[config.mk]
export PLATFORM = sky130hd
export DESIGN_NAME = regfile_wb_arbiter
export DESIGN_NICKNAME = d
export VERILOG_FILES = /design/src/rtl/regfile_pkg.sv /design/src/rtl/rr_arbiter.sv /design/src/rtl/regfile_wb_arbiter.sv
export SDC_FILE = /design/constraint.sdc
export NUM_CORES = 1
export LEC_CHECK = 0
export CAP_MARGIN = 5
export CORE_AREA = 2 2 116 118
export DETAILED_ROUTE_END_ITERATION = 10
export DIE_AREA = 0 0 118 120
export SLEW_MARGIN = 10
export SYNTH_ARGS = -nofsm -noshare
export SYNTH_HDL_FRONTEND = slang
export SYNTH_SLANG_ARGS = --single-unit
[constraint.sdc]
create_clock -name clk -period 4 [get_ports clk]
set_input_delay 0.8 -clock clk [delete_from_list [all_inputs] [get_ports clk]]
set_output_delay 0.8 -clock clk [all_outputs]
set_load 0.02 [all_outputs]
[src/rtl/regfile_pkg.sv]
// Shared constants for the register-file writeback path: register geometry,
// the hard-wired zero register, and the requester index map.
package regfile_pkg;

    localparam int REG_AW = 5;
    localparam int REG_DW = 32;

    localparam logic [REG_AW-1:0] X0_ADDR = 5'd0;

    // Fixed slot of each writeback source on the arbiter inputs.
    typedef enum int {
        REQ_ALU = 0,
        REQ_MEM = 1,
        REQ_DBG = 2
    } req_id_e;

endpackage

[src/rtl/rr_arbiter.sv]
// Round-robin arbiter: one-hot grant to the first requester found after the
// previous winner, wrapping around. The pointer moves only when a grant is issued.
module rr_arbiter #(
    parameter int N = 3
) (
    input  logic         clk,
    input  logic         rst,
    input  logic [N-1:0] req,
    input  logic         enable,
    output logic [N-1:0] gnt
);

    localparam int PW = (N > 1) ? $clog2(N) : 1;

    logic [PW-1:0] last_grant;
    logic [PW-1:0] win_idx;
    logic          found;
    int            cand;

    // Scan from the slot after the last winner and grant the first valid one.
    always_comb begin
        gnt     = '0;
        win_idx = '0;
        found   = 1'b0;
        cand    = 0;
        for (int k = 1; k <= N; k++) begin
            cand = int'(last_grant) + k;
            if (cand >= N) begin
                cand = cand - N;
            end
            if (enable && !found && req[PW'(cand)]) begin
                gnt[PW'(cand)] = 1'b1;
                win_idx        = PW'(cand);
                found          = 1'b1;
            end
        end
    end

    // Remember the winner; reset parks the pointer on the last slot so slot 0 goes first.
    always_ff @(posedge clk) begin
        if (rst) begin
            last_grant <= PW'(N - 1);
        end else if (|gnt) begin
            last_grant <= win_idx;
        end
    end

endmodule

[src/rtl/regfile_wb_arbiter.sv]
// Writeback arbiter for the 32x32 register file: round-robin selects one
// requester per cycle, registers it into the write stage, suppresses writes
// to x0, and optionally forwards the in-flight write to the read ports.
// Optional feature macro: WB_FWD_EN (read-port forwarding of the pending write).
module regfile_wb_arbiter
    import regfile_pkg::*;
#(
    parameter int NREQ = 3,
    parameter int AW   = REG_AW,
    parameter int DW   = REG_DW
) (
    input  logic               clk,
    input  logic               rst,
    input  logic [NREQ-1:0]    req_valid,
    input  logic [NREQ*AW-1:0] req_addr,
    input  logic [NREQ*DW-1:0] req_data,
    output logic [NREQ-1:0]    req_ready,
    input  logic               wb_stall,
    output logic               RegWrite,
    output logic [AW-1:0]      Wt_addr,
    output logic [DW-1:0]      Wt_data,
    input  logic [AW-1:0]      rs1_addr,
    input  logic [AW-1:0]      rs2_addr,
    input  logic [DW-1:0]      rf_rs1_data,
    input  logic [DW-1:0]      rf_rs2_data,
    output logic [DW-1:0]      fwd_rs1_data,
    output logic [DW-1:0]      fwd_rs2_data
);

    logic          arb_enable;
    logic [AW-1:0] sel_addr;
    logic [DW-1:0] sel_data;

    assign arb_enable = !wb_stall && !rst;

    rr_arbiter #(.N(NREQ)) u_arb (
        .clk    (clk),
        .rst    (rst),
        .req    (req_valid),
        .enable (arb_enable),
        .gnt    (req_ready)
    );

    // The grant is one-hot, so an AND-OR mux picks the winner's address and data.
    always_comb begin
        sel_addr = '0;
        sel_data = '0;
        for (int i = 0; i < NREQ; i++) begin
            if (req_ready[i]) begin
                sel_addr = sel_addr | req_addr[i*AW +: AW];
                sel_data = sel_data | req_data[i*DW +: DW];
            end
        end
    end

    // Output stage: capture the winner; x0 writes are consumed but never enabled.
    always_ff @(posedge clk) begin
        if (rst) begin
            RegWrite <= 1'b0;
            Wt_addr  <= '0;
            Wt_data  <= '0;
        end else if (|req_ready) begin
            RegWrite <= (sel_addr != AW'(X0_ADDR));
            Wt_addr  <= sel_addr;
            Wt_data  <= sel_data;
        end else begin
            RegWrite <= 1'b0;
        end
    end

`ifdef WB_FWD_EN
    // Bypass the register file when a read hits the write that lands next edge.
    always_comb begin
        fwd_rs1_data = rf_rs1_data;
        fwd_rs2_data = rf_rs2_data;
        if (RegWrite && (Wt_addr == rs1_addr) && (rs1_addr != AW'(X0_ADDR))) begin
            fwd_rs1_data = Wt_data;
        end
        if (RegWrite && (Wt_addr == rs2_addr) && (rs2_addr != AW'(X0_ADDR))) begin
            fwd_rs2_data = Wt_data;
        end
    end
`else
    logic unused_rs;
    assign unused_rs = ^{rs1_addr, rs2_addr};

    // Without forwarding the read ports pass the raw register-file data through.
    always_comb begin
        fwd_rs1_data = rf_rs1_data;
        fwd_rs2_data = rf_rs2_data;
    end
`endif

endmodule

Word level (Yosys, flattened, before mapping). Cells that the tools add are included.

Register bits: 40. Input port bits: 191. Output and inout port bits: 105. Word-level logic and storage cells: 74.

Bitwise logic cells: 7. Reductions and logical operators: 16. Add/sub/neg operators: 6. Magnitude comparators: 9. Muxes and demuxes: 32.

Operator list (number): $mux 32 (3); $or 32x32->32 (2); $mux 5 (3); $lt 2x4->1 const B (3); $mux 2 (6); $mux 1 (11); $or 5x5->5 (2); $ge 3x2->1 const B (3); $logic_and 1x1->1 (9); $mux 3 (3); $add 2x2->3 const B (2); $bmux 1 s2 (3); $demux 1 s2 (3); $ge 2x1->1 const B (3); $or 3x3->3 (2); $sub 2x1->2 const B (3); $reduce_bool 5->1 (1); $logic_not 1->1 (4); $add 2x1->3 const B (1); $reduce_or 3->1 (1); $reduce_or 2->1 (1); $not 1->1 (1).

Depth between registers and ports, before layout. Gate-level depths: netlist of run 1.

Word-level depth: 22. Depth in mapped cells: 11. Mapped depth without buffers: 8.

Hierarchy. A second synthesis of run 1 with hierarchy kept.

Cells, all modules: 294. Area total of the unflattened synthesis: 2549.9 sq um.

By module, submodules not included: regfile_wb_arbiter (times used 1, area an instance 2067.0 sq um, cells an instance 237, seq. area each 760.7 sq um); rr_arbiter (times used 1, area an instance 483.0 sq um, cells an instance 57, seq. area each 40.0 sq um).

Worst setup path after synthesis of run 1. OpenSTA, ideal clock, no wires.

Path kind: register -> output. From: register u_arb.last_grant[0]. To: output port req_ready[0]. Cell stages (with the launch flop): 9. Required time: 3200 ps. Arrival: 2114 ps. Setup slack: 1086 ps. Buffers on the path: 2. Path through: dfxtp_1 > inv_1 > ha_1 > buf_6 > mux2_4 > o2111a_2 > a311oi_1 > nor2_1 > clkbuf_1.

Cells in the longest elaborated chain, start to end: 16. Elaborated cells on any way between the ends: 50. Classes of those cells: add/sub (6); order compare (9); mux (23); bitwise (2); reduce/logical (10).

Ends and longest elaborated chain: start: declaration (RTL line rr_arbiter.sv:15) `logic [PW-1:0] last_grant;`; start signal: assignment (RTL line rr_arbiter.sv:42) `last_grant <= PW'(N - 1);`; start signal: assignment (RTL line rr_arbiter.sv:44) `last_grant <= win_idx;`; branches (longest 15 deep; another with $lt 2x4->1); $mux 3 * (RTL line rr_arbiter.sv:31) `if (enable && !found && req[PW'(cand)]) begin`; end: declaration (RTL line regfile_wb_arbiter.sv:17) `output logic [NREQ-1:0] req_ready,`.

Mark *: on every way between the ends. The select of a mux whose other input is x is not followed.

Worst setup path after layout of run 1.
From: input port wb_stall. To: output port req_ready[1].

Cells in the longest elaborated chain, start to end: 12. Elaborated cells on any way between the ends: 16. Classes of those cells: mux (5); bitwise (2); reduce/logical (9).

Ends and longest elaborated chain: start: declaration (RTL line regfile_wb_arbiter.sv:18) `input logic wb_stall,`; $logic_not 1->1 * (RTL line regfile_wb_arbiter.sv:34) `assign arb_enable = !wb_stall && !rst;`; $logic_and 1x1->1 * (RTL line regfile_wb_arbiter.sv:34); $logic_and 1x1->1 (RTL line rr_arbiter.sv:31); $mux 1 (RTL line rr_arbiter.sv:31); $logic_not 1->1 (RTL line rr_arbiter.sv:31); $logic_and 1x1->1 (2 in a row) (RTL line rr_arbiter.sv:31); $mux 1 (RTL line rr_arbiter.sv:31); $logic_not 1->1 (RTL line rr_arbiter.sv:31); $logic_and 1x1->1 (2 in a row) (RTL line rr_arbiter.sv:31); $mux 3 * (RTL line rr_arbiter.sv:31).

Every way passes the cells marked *; elsewhere a longest branch is shown, timed or not.

==> flow_summary_export.csv, run 1 <==
group,metric,value,unit
global_routing,grt_pass1_wl,15.1,mm
clocking,clock_latency,0.28,ns
global_routing,gr-total-overflow,0,
floorplan,die_y,120,µm
yosys,yosys-top-cells-area,"dfxtp_1 30%, buf_4 19%, a222oi_1 6.8%, a22oi_1 5.4%, a211oi_1 5.1%",
yosys,yosys_most_used_dff,"dfxtp_1",
job,cap_violations,0,
yosys,yosys.area.top_type,"dfxtp_1",
drt,detail_route.wl_per_cell,17.6,µm
clocking,cts-root-buf,"clkbuf_16",
worst_setup_path,crit_fanout,5,
final_layout,fin_nets,589,
place,gp_congestion,0.806,
global_routing,grt_pass1_vias,2659,
clocking,numCtsBuffers,5,
drt,drtAntennaViolNets,0,
global_routing,gr-usage-all-layers,13.6,%
final_layout,fin_util,31.4,%
worst_setup_path,regToRegEndpoint,"Wt_data[12]$_SDFFE_PP0N_",
pwr,total_leakage_power,1.32,nW
place,dp_hpwl,7.57,mm
clocking,postCtsHoldBufs,0,
drt,vias,2677,
worst_setup_path,required,3.20,ns
drt,viasPerCell,4.70,
floorplan,start_util,20.5,%
outcome,run_status,"complete, no violations",
clocking,cts_buffer_depth,2,
timing,final_max_slew_viol_count,0,
worst_setup_path,startpoint_type,"input pin",
floorplan,die_w,118,µm
global_routing,antenna_found_initial,0,
worst_setup_path,reg2reg_from,"u_arb.last_grant[0]$_SDFFE_PP0N_",
drt,drc,0,
timing,rsz0062_at_grt,"false",
yosys,syn_avg_cell_area,8.60,µm²
timing,max_clock_freq,263,MHz
worst_setup_path,crit_end,"req_ready[1]",
clocking,cts_num_sinks,40,
worst_setup_path,critPathCaptureType,"output pin",
clocking,cts_setup_buffers,0,
place,port_buffers,157,
floorplan,coreArea,0.0130,mm²
worst_setup_path,critPathArrivalTime,3.01,ns
min_path,hp-start,"Wt_data[14]$_SDFFE_PP0N_",
yosys,netlist_instances,309,
timing,setup_violations,0,
global_routing,grt_max_degree,41,
yosys,synth_top_area_share,30.1,%
yosys,synth_area,0.00266,mm²
drt,drt-pass1-iter-count,8,
final_layout,final_cell_mix,"156 x clkdlybuf4s50_1, 40 x dfxtp_1, 31 x nand2_1",
pwr,ir_drop,0.155,mV
clocking,clk_pin_slew,0.07,ns
timing,tightestPinTransition,1.01,ns
timing,tns,0,ns
pwr,power_density,468,mW/mm²
min_path,hold_path.class,"reg2reg",
floorplan,rows,42,
yosys,yosysUniqueCellTypes,42,
final_layout,antenna_cells,0,
floorplan,num_io_pins,296,
final_layout,area_delta_synth_final,53.4,%
final_layout,drive_gt1_share,8.91,%
timing,hold_viol,0,
final_layout,final_common_cell,"clkdlybuf4s50_1",
floorplan,fp.dieArea,0.0142,mm²
drt,drt-initial-drc-count,169,
timing,final.period_utilization,95.2,%
timing,layout_min_cycle_time,3.81,ns
worst_setup_path,critPathKind,"in2out",
yosys,postSynthRegisterBits,40,
clocking,cts_tree,"yes",
yosys,synthArstFlopShare,0,%
yosys,synth_edf_count,0,
worst_setup_path,ff2ff_setup_slack,0.65,ns
yosys,synth_nets,506,
timing,relSlewSlack,32.9,%
yosys,ys_warn_count,0,
worst_setup_path,critPathLaunch,"wb_stall",
timing,fin_skew,0.0116,ns
drt,drt_wl_total,10.0,mm
worst_setup_path,reg2reg_depth,8,
yosys,synth-seq-area-share,30.1,%
clocking,cts-htree-levels,2,
-- worst max-delay path, stage by stage --
cell             delay (ns)
clkdlybuf4s50_1        0.43
or3b_1                 0.47
o22ai_4                0.25
nand2_1                0.20
o21ai_4                0.20
clkdlybuf4s50_1        0.65
-- area by class of cell --
| class | count | area, µm² |
|---|---|---|
| fillers | 1392 | 8900 |
| repair buffers | 163 | 1610 |
| well taps | 176 | 220 |
| flip-flops and latches | 40 | 801 |
| clock buffers | 6 | 129 |
| clock inverters | 2 | 35.0 |
| multi-input cells | 179 | 1270 |
| inverters | 3 | 11.3 |
-- power by group --
group / internal, mW / switching, mW / total [mW] / leakage (nW)
Sequential: 0.500 / 0.0573 / 0.558 / 0.326
Combinational: 0.421 / 0.471 / 0.893 / 0.910
Clock: 0.294 / 0.164 / 0.458 / 0.0808
Total: 1.22 / 0.693 / 1.91 / 1.32
-- per-layer routing --
| layer | vias to the layer above | part of all wire (%) | global-route usage (%) |
|---|---|---|---|
| met3 | 16 | 11 | 5.75 |
| met5 | - | 0 | 0 |
| met4 | 0 | 1.3 | 3.16 |
| met1 | 1222 | 40 | 15.9 |
| li1 | 1251 | - | - |
| met2 | 188 | 48 | 23.1 |
-- metrics by stage --
stage | total power, mW | instances | setup slack [ns] | hold WS, ns | area [µm²]
global route | 2.03 | 569 | 0.0654 | 0.508 | 4080
CTS | 1.93 | 569 | 0.112 | 0.487 | 4070
detailed placement | 1.46 | 561 | 0.185 | 0.472 | 3910
global placement | 1.45 | 561 | 0.205 | 0.468 | 3910
finish | 1.91 | 569 | 0.192 | 0.484 | 4080
floorplan | 1.16 | 309 | 1.09 | 0.507 | 2660
-- cell families after synthesis --
logic type | after synthesis | synth area share, %
muxes | 3 | 1.32
adders and majority gates | 6 | 2.83
and+or+nand+nor | 77 | 13.4
AOI/OAI and AO/OA | 93 | 28.7
DFF | 40 | 30.1
buffers and inverters | 90 | 23.6
-- timing repair --
action | 4_1_cts | 5_1_grt
endpoints found under the hold margin | 0 | 0
gates resized for setup | 0 | 1
setup endpoints to repair | 0 | 1
-- cells in the mapped netlist, drive strengths merged, types with 2 or more instances --
master,instances
a31oi,19
nor2,23
buf,77
nand3,2
a211oi,19
nor3b,2
clkbuf,10
dfxtp,40
ha,6
o2111a,2
a22oi,19
a222oi,18
o21ai,5
nand4,2
mux2i,2
nor3,2
o41ai,2
a311oi,2
nand2,41
inv,3
-- flip-flops by register name (all words and copies together), names as in the netlist --
name / cells
RegWrite: 1
Wt_addr: 5
u_arb.last_grant: 2
Wt_data: 32
-- worst min-delay path by stage --
stage                                             to  depth (start not counted)
floorplan           u_arb.last_grant[0]$_SDFFE_PP0N_                          2
global placement            Wt_data[24]$_SDFFE_PP0N_                          2
detailed placement          Wt_data[14]$_SDFFE_PP0N_                          2
CTS                         Wt_data[14]$_SDFFE_PP0N_                          2
global route                 Wt_data[9]$_SDFFE_PP0N_                          2
finish                      Wt_data[14]$_SDFFE_PP0N_                          2
Power figures use the tool's default switching activity.
==> run 2: changes to the inputs <==
--- a/config.mk
+++ b/config.mk
@@ -6,9 +6,10 @@
 export NUM_CORES = 1
 export LEC_CHECK = 0
 export CAP_MARGIN = 5
-export CORE_AREA = 2 2 116 118
+export CORE_AREA = 2 2 114 116
+export CTS_BUF_LIST = sky130_fd_sc_hd__clkbuf_8
 export DETAILED_ROUTE_END_ITERATION = 10
-export DIE_AREA = 0 0 118 120
+export DIE_AREA = 0 0 116 118
 export SLEW_MARGIN = 10
 export SYNTH_ARGS = -nofsm -noshare
 export SYNTH_HDL_FRONTEND = slang
==> run 2 against run 1 <==
Net effect:
- largest cell class unchanged
- design area is 1.3% lower
- combinational power is 0.8% lower
- hold slack better by 0.0045 ns
- die area is 3.3% lower
- critical endpoint is now req_ready[0]
- fmax is 1.2% lower
- worst setup slack worse by 0.046 ns
- critical path type is now reg2out
- clock skew is 0.0012 ns lower
- global-route usage is 1.0 points lower
- register-to-register slack hardly changed
- utilization is 1.0 points higher
==> flow_summary_export.csv, run 2 (same netlist as run 1, synthesis figures left out) <==
group,metric,value,unit
outcome,run_status,"complete, no violations",
timing,final_max_slew_viol_count,0,
worst_setup_path,critPathCaptureType,"output pin",
floorplan,rows,41,
worst_setup_path,startpoint_type,"flop",
pwr,total_leakage_power,1.29,nW
drt,viasPerCell,4.70,
clocking,cts_buffer_depth,2,
worst_setup_path,crit_fanout,8,
clocking,postCtsHoldBufs,0,
place,port_buffers,157,
place,post_dp_cell_area,0.00390,mm²
floorplan,coreArea,0.0124,mm²
clocking,ctsResizeCount,0,
timing,setup_violations,0,
final_layout,drive_gt1_share,9.16,%
drt,drc,0,
final_layout,fin_util,32.4,%
floorplan,die_w,116,µm
final_layout,reg_top3,"Wt_data x32, Wt_addr x5, u_arb.last_grant x2",
place,dp_slack,0.180,ns
clocking,cts_tree,"yes",
place,dp_hpwl,6.95,mm
floorplan,start_util,21.4,%
global_routing,grt_pass1_vias,2559,
worst_setup_path,critPathArrivalTime,3.05,ns
floorplan,fp.dieArea,0.0137,mm²
pwr,ir_drop,0.136,mV
min_path,hold_path.class,"reg2reg",
final_layout,final_cell_mix,"156 x clkdlybuf4s50_1, 40 x dfxtp_1, 31 x nand2_1",
clocking,cts_num_sinks,40,
floorplan,die_y,118,µm
timing,relSlewSlack,29.5,%
clocking,clock_latency,0.30,ns
timing,max_clock_freq,260,MHz
final_layout,antenna_cells,0,
final_layout,final_common_cell,"clkdlybuf4s50_1",
final_layout,fin_area,0.00402,mm²
global_routing,grt_pass1_wl,13.3,mm
clocking,cts_setup_buffers,0,
floorplan,num_io_pins,296,
timing,tightestPinTransition,1.06,ns
timing,tns,0,ns
timing,rsz0062_at_grt,"false",
worst_setup_path,required,3.20,ns
drt,drt-pass1-iter-count,7,
global_routing,antenna_found_initial,0,
final_layout,largest_reg_flops,32,
place,gp_congestion,0.785,
drt,drt_wl_total,9.25,mm
timing,fin_skew,0.0103,ns
global_routing,gr-usage-all-layers,12.6,%
final_layout,nFillCells,1321,
clocking,cts-root-buf,"clkbuf_8",
drt,drtAntennaViolNets,0,
final_layout,regArea,801,µm²
worst_setup_path,critPathKind,"reg2out",
drt,vias,2654,
job,cap_violations,0,
timing,hold_viol,0,
final_layout,regMostFlops,"Wt_data",
global_routing,grt_max_degree,41,
final_layout,area_delta_synth_final,51.5,%
final_layout,multi_input_area,0.00126,mm²
timing,setup_slack,0.146,ns
drt,drt-initial-drc-count,143,
clocking,cts-htree-levels,2,
pwr,power_density,448,mW/mm²
final_layout,fin_nets,589,
drt,detail_route.wl_per_cell,16.4,µm
timing,final.period_utilization,96.3,%
timing,layout_min_cycle_time,3.85,ns
clocking,numCtsBuffers,5,
clocking,clk_pin_slew,0.09,ns
global_routing,gr-total-overflow,0,
## run 2: cell counts in the layout (fill, tap and decap cells not counted)
No cell type changed its count.
## run 2: metal layers
| metal | share of wire [%] | global-route usage, % |
|---|---|---|
| met1 | 40 | 13.3 |
| met2 | 47 | 22.8 |
| met3 | 11 | 4.63 |
| met4 | 1.9 | 4.02 |
| met5 | 0 | 0 |
## run 2: path summary, 6_finish.rpt
kind         slack, ns                        to  depth (start not counted)                             start
min               0.49   Wt_addr[4]$_SDFFE_PP0N_                          2           Wt_addr[4]$_SDFFE_PP0N_
max reg2reg       0.65  Wt_data[17]$_SDFFE_PP0N_                          8  u_arb.last_grant[0]$_SDFFE_PP0N_
max               0.15              req_ready[0]                          7  u_arb.last_grant[0]$_SDFFE_PP0N_
min reg2reg       0.49   Wt_addr[4]$_SDFFE_PP0N_                          2           Wt_addr[4]$_SDFFE_PP0N_
## run 2: worst max-delay path, stage by stage, from the launching register on
cell and delay [ns]:
dfxtp_1 0.46, inv_1 0.14, ha_2 0.44, mux2_4 0.35, o2111a_2 0.30, a311oi_1 0.42
nor2_4 0.08, clkdlybuf4s50_1 0.57
## run 2: cell type report
cell class	instances	area share, %
Multi-Input combinational cell	179	31.4
Inverter	3	0.280
Clock buffer	6	2.05
Timing Repair Buffer	163	40.0
Tap cell	172	5.35
Sequential cell	40	19.9
Clock inverter	2	0.964
## run 2: metrics by stage
stage                     total power, mW  cells  hold slack, ns
after CTS                            1.84    565           0.488
after floorplan                      1.16    309           0.507
after global routing                 1.92    565           0.514
after detailed placement             1.46    557           0.472
final                                1.80    565           0.489
after global placement               1.45    557           0.468
## run 2: where the power goes
| part | internal [mW] | total [mW] | switching, mW |
|---|---|---|---|
| Sequential | 0.500 | 0.557 | 0.0578 |
| Combinational | 0.420 | 0.886 | 0.465 |
| Clock | 0.204 | 0.361 | 0.157 |
